**src/rtl/risc16_pkg.sv**
```systemverilog
// Shared constants for the 16-bit RISC execute/memory/write-back slice:
// datapath width, register address width and ALU operation encodings.
package risc16_pkg;

  localparam int DW     = 16;
  localparam int REG_AW = 3;

  localparam logic [2:0] ALU_ADD = 3'b000;
  localparam logic [2:0] ALU_SUB = 3'b001;
  localparam logic [2:0] ALU_INV = 3'b010;
  localparam logic [2:0] ALU_SHL = 3'b011;
  localparam logic [2:0] ALU_SHR = 3'b100;
  localparam logic [2:0] ALU_AND = 3'b101;
  localparam logic [2:0] ALU_OR  = 3'b110;
  localparam logic [2:0] ALU_SLT = 3'b111;

endpackage

```
**src/rtl/risc16_alu.sv**
```systemverilog
// Purely combinational 16-bit ALU with a zero flag. Carry and overflow are
// discarded; shifts use the full B operand, so B >= DW shifts everything out.
module risc16_alu #(
  parameter int DW = risc16_pkg::DW
) (
  input  logic [DW-1:0] a,
  input  logic [DW-1:0] b,
  input  logic [2:0]    ctrl,
  output logic [DW-1:0] result,
  output logic          zero
);
  import risc16_pkg::*;

  always_comb begin
    // NOTE: assigning a default before the case keeps this block free of latches.
    result = '0;
    case (ctrl)
      ALU_ADD: result = a + b;
      ALU_SUB: result = a - b;
      ALU_INV: result = ~a;
      ALU_SHL: result = a << b;
      ALU_SHR: result = a >> b;
      ALU_AND: result = a & b;
      ALU_OR:  result = a | b;
      ALU_SLT: result = {{(DW-1){1'b0}}, ($signed(a) < $signed(b))};
      default: result = '0;
    endcase
  end

  assign zero = (result == '0);

endmodule

```
**src/rtl/risc16_exec_core.sv**
```systemverilog
// Execute/memory/write-back core: 8x16 register file (two combinational reads,
// one clocked write), ALU, and a small word-addressed data memory.
module risc16_exec_core #(
  parameter int DW         = risc16_pkg::DW,
  parameter int NREG       = 8,
  parameter int DMEM_DEPTH = 8
) (
  input  logic                          clk,
  input  logic                          rst_n,
  input  logic [risc16_pkg::REG_AW-1:0] rd_addr1,
  input  logic [risc16_pkg::REG_AW-1:0] rd_addr2,
  input  logic [risc16_pkg::REG_AW-1:0] wr_addr,
  input  logic                          reg_write,
  input  logic                          clr,
  input  logic [DW-1:0]                 imm,
  input  logic                          alu_src,
  input  logic [2:0]                    alu_ctrl,
  input  logic                          mem_read,
  input  logic                          mem_write,
  input  logic                          mem_to_reg,
  output logic [DW-1:0]                 rd_data1,
  output logic [DW-1:0]                 rd_data2,
  output logic [DW-1:0]                 alu_result,
  output logic                          zero,
  output logic [DW-1:0]                 wb_data
);

  localparam int MAW = $clog2(DMEM_DEPTH);

  logic [DW-1:0]  regs [NREG];
  logic [DW-1:0]  dmem [DMEM_DEPTH];
  logic [DW-1:0]  alu_b;
  logic [MAW-1:0] mem_addr;
  logic [DW-1:0]  mem_rdata;

  // Reads see the pre-edge contents; there is deliberately no write bypass.
  assign rd_data1 = regs[rd_addr1];
  assign rd_data2 = regs[rd_addr2];

  assign alu_b = alu_src ? imm : rd_data2;

  risc16_alu #(.DW(DW)) u_alu (
    .a      (rd_data1),
    .b      (alu_b),
    .ctrl   (alu_ctrl),
    .result (alu_result),
    .zero   (zero)
  );

  // Upper address bits are dropped, so data addresses wrap modulo the depth.
  assign mem_addr  = alu_result[MAW-1:0];
  assign mem_rdata = mem_read ? dmem[mem_addr] : '0;
  assign wb_data   = mem_to_reg ? mem_rdata : alu_result;

  // clr wins over a simultaneous reg_write.
  always_ff @(posedge clk or negedge rst_n) begin
    // NOTE: sequential state is updated with non-blocking assignments only.
    if (!rst_n) begin
      for (int i = 0; i < NREG; i++) regs[i] <= '0;
    end else if (clr) begin
      for (int i = 0; i < NREG; i++) regs[i] <= '0;
    end else if (reg_write) begin
      regs[wr_addr] <= wb_data;
    end
  end

  always_ff @(posedge clk or negedge rst_n) begin
    // NOTE: this memory is reset on purpose because software relies on it reading zero;
    // that makes it a flop array rather than an inferable RAM macro.
    if (!rst_n) begin
      for (int i = 0; i < DMEM_DEPTH; i++) dmem[i] <= '0;
    end else if (mem_write) begin
      dmem[mem_addr] <= rd_data2;
    end
  end

endmodule

```
**config.mk**
```make
export PLATFORM = sky130hd
export DESIGN_NAME = risc16_exec_core
export DESIGN_NICKNAME = d
export VERILOG_FILES = /design/src/rtl/risc16_pkg.sv /design/src/rtl/risc16_alu.sv /design/src/rtl/risc16_exec_core.sv
export SDC_FILE = /design/constraint.sdc
export NUM_CORES = 1
export LEC_CHECK = 0
export CORE_MARGIN = 8
export CORE_UTILIZATION = 45
export CTS_BUF_LIST = sky130_fd_sc_hd__clkbuf_4
export CTS_CLUSTER_DIAMETER = 40
export DETAILED_ROUTE_END_ITERATION = 12
export PLACE_DENSITY = 0.68
export SYNTH_ARGS = -nofsm -noshare
export SYNTH_HDL_FRONTEND = slang
export SYNTH_HIERARCHICAL = 1
export SYNTH_SLANG_ARGS = --single-unit
```
**constraint.sdc**
```tcl
create_clock -name clk -period 10.9 [get_ports clk]
set_input_delay 2.18 -clock clk [delete_from_list [all_inputs] [get_ports clk]]
set_output_delay 2.18 -clock clk [all_outputs]
set_load 0.1 [all_outputs]
```
==> out/metrics.csv <==
metric,value,unit
arrival,8.33,ns
tightestPinTransition,1.208,ns
netlist_instances,1755,
port_buffers,100,
worstSetupPathType,primary input to primary output,
cts_setup_buffers,0,
final_common_cell,dfrtp_1,
cts_tree,done,
clock_path_buffers,3,
drive_gt1_frac,0.2151,
vias_per_cell,6.206,
r2r_start,regs[72],
wl,60400,um
dominantRegCellSynth,dfrtp_1,
cts.sinks,256,
synth_warnings,6,
cp_slowest_cell,and2_2,
ios,101,
synth_area,17220,um^2
r2r-end,dmem[28],
core-area,37670,um^2
ys_seq_area_frac,0.3720,
synth_top_area_share,0.3720,
hpwl,42990,um
cp_cell_sequence,"clkdlybuf4s50_1, buf_4, mux4_1, mux2i_4, inv_2, mux2_2, or4_1, or4_1, buf_4, a22oi_1, and2_2, buf_4, and2_1, a311oi_1, o2bb2ai_1, inv_1, buf_12",
min_to,dmem[45],
ant_nets,0,
drv_cap,0,
end_kind,primary output,
finalNetCount,1949,
fin_crit_sh,0.9644,
wl_per_cell,24.97,um
min_path_type,register to register,
avgSynthCellArea,9.812,um^2
critPathBufInv,7,
cts.repair.resized,0,
die_h,211.6,um
ys_seq_elements,256,
synth_top_area_cell,dfrtp_1,
ir_worst_vdd,0.0001219,V
die_w,211.6,um
path_max_fanout,27,
drt_iter0_drc,1744,
p_leak,8.263,nW
dr.pass1.iters,6,
worst_ep_required_time,8.72,ns
holdPathStages,2,
final_cell_mix,"dfrtp_1 (256), nand2_1 (249), o21ai_0 (219)",
root_buffer,clkbuf_4,
status,"complete, no violations",
grt_antenna_before_repair,1,
grt-ovfl-total,0,
tns,0,ns
place.gp.congestion,1.001,
slew_violations,0,
skew,0.06396,ns
worstRegToRegCells,15,
rsz0062_at_grt,no,
cts_made_buffers,69,
path_delay_family,simple AND/OR/NAND/NOR gates,
synth_cell_types,87,
grt_pass1_wl,92060,um
ys_async_sr_fraction,1.000,
hp-start,dmem[45],
postCtsHoldBufs,0,
hold_viol,0,
synth_edf_count,0,
whs,0.4772,ns
initial_core_util,0.4572,
track_usage,0.2686,
power_density,139.5,nW/um^2
cp_common_cell,buf_4,
ys_top_cells_by_area,"dfrtp_1 (37%), mux4_2 (10%), o21ai_0 (6.4%), nand2_1 (5.4%), ha_1 (3.5%)",
finalSetupViolCount,0,
h-tree-depth,3,
rows,71,
clock_latency,0.74,ns
clkSlewWorstSetupHoldPaths,0.06,ns
die-area,44780,um^2
grt_max_degree,123,
max_stage_delay,0.68,ns
area_growth,15.13,%
fillers,3387,
syn-num-nets,1841,
drcViolationCount,0,
slew_headroom,0.1921,
setup.worst_path.start_class,primary input,
grt_pass1_vias,15010,
fmax,95.13,MHz
period_minus_slack,10.51,ns
ff2ff_setup_slack,4.55,ns
num_vias,15010,
power breakdown:
part           total (W)  internal (W)  leakage (nW)  switching [W]
clock           0.000843      0.000438         0.489       0.000405
sequential       0.00111       0.00105          3.44      0.0000551
combinational   0.000817      0.000290          4.33       0.000527
metal layers:
metal,share of wire,vias to the layer above,global-route usage,wire [um]
met5,0,-,0,0
li1,-,6667,-,-
met3,0.086,169,0.05294,5184
met4,0.051,0,0.1411,3102
met2,0.47,793,0.4356,28620
met1,0.39,7384,0.3376,23500
worst max-delay path by stage:
stage                 from          to  slack, ns  depth (start not counted)
6_report       rd_addr2[2]  wb_data[5]       0.39                         17
3_3_place_gp   rd_addr2[2]  wb_data[5]       0.55                         17
3_5_place_dp   rd_addr2[1]  wb_data[5]       0.46                         17
2_1_floorplan  rd_addr2[1]        zero      0.005                         18
4_1_cts        rd_addr2[1]  wb_data[5]       0.43                         17
5_1_grt        rd_addr2[1]  wb_data[5]       0.16                         17
registers in the layout, summed over array words and instances, names as in the netlist:
register and flops:
dmem 128, regs 128
worst register-to-register path, stage by stage, from the launching register on:
cell and delay, ns:
dfrtp_1 0.41, mux4_1 0.57, mux2i_4 0.47, inv_2 0.07
mux2_2 0.31, or4_1 0.60, or4_1 0.62, buf_4 0.20
a22oi_1 0.19, and2_2 0.68, buf_4 0.31, and2_1 0.44
nand3_1 0.73, buf_4 0.47, nand2_1 0.08, o21ai_0 0.08
metrics by stage:
| step | worst slack (ns) | util | cells | area [um^2] | power (W) |
|---|---|---|---|---|---|
| finish | 0.3882 | 0.5263 | 2419 | 19830 | 0.002765 |
| global route | 0.1596 | 0.5263 | 2418 | 19820 | 0.002888 |
| floorplan | 0.005266 | - | 1755 | 17310 | 0.001659 |
| CTS | 0.4266 | 0.5262 | 2417 | 19820 | 0.002773 |
| detailed placement | 0.4625 | 0.5041 | 2303 | 18990 | 0.001931 |
| global placement | 0.5479 | 0.5041 | 2303 | 18990 | 0.001918 |
synth_stat cells (9+ instances only):
| cell type | count |
|---|---|
| nand2b_1 | 18 |
| mux2i_4 | 16 |
| inv_1 | 61 |
| o21ai_0 | 221 |
| mux4_2 | 80 |
| a21oi_1 | 102 |
| mux2i_1 | 37 |
| inv_2 | 17 |
| nor2_1 | 132 |
| nor2b_1 | 25 |
| dfrtp_1 | 256 |
| nand2_1 | 250 |
| nor3_1 | 23 |
| mux2_2 | 50 |
| a31oi_1 | 13 |
| a311oi_1 | 9 |
| mux4_1 | 20 |
| o2bb2ai_1 | 10 |
| a22oi_1 | 27 |
| ha_1 | 48 |
| nand3_1 | 17 |
| o22ai_1 | 10 |
| clkbuf_1 | 75 |
| buf_4 | 10 |
| o211ai_1 | 11 |
| buf_2 | 20 |
area by class of cell:
type / count / area (um^2) / share of cell area
antenna: 2 / 5.005 / 0.0002524
clock buffer: 92 / 690.7 / 0.03484
clock inverter: 22 / 142.6 / 0.007195
inverter: 81 / 315.3 / 0.01590
multi-input combinational: 1290 / 9942 / 0.5015
sequential: 256 / 6406 / 0.3231
tap: 511 / 639.4 / 0.03225
timing repair buffer: 165 / 1684 / 0.08495
kinds of logic (layout without fill, tap and decap cells):
logic type / after synthesis / in the layout / share of synthesized area
muxes: 204 / 204 / 0.2117
xor gates and xnor gates: 6 / 6 / 0.003052
buffers and inverters: 209 / 360 / 0.05827
AOI/OAI and AO/OA: 503 / 503 / 0.1804
other: 0 / 2 / 0
DFF: 256 / 256 / 0.3720
adders and majority gates: 50 / 50 / 0.03720
and+or+nand+nor: 527 / 527 / 0.1373
No activity file was read; power rests on OpenSTA's default activity.
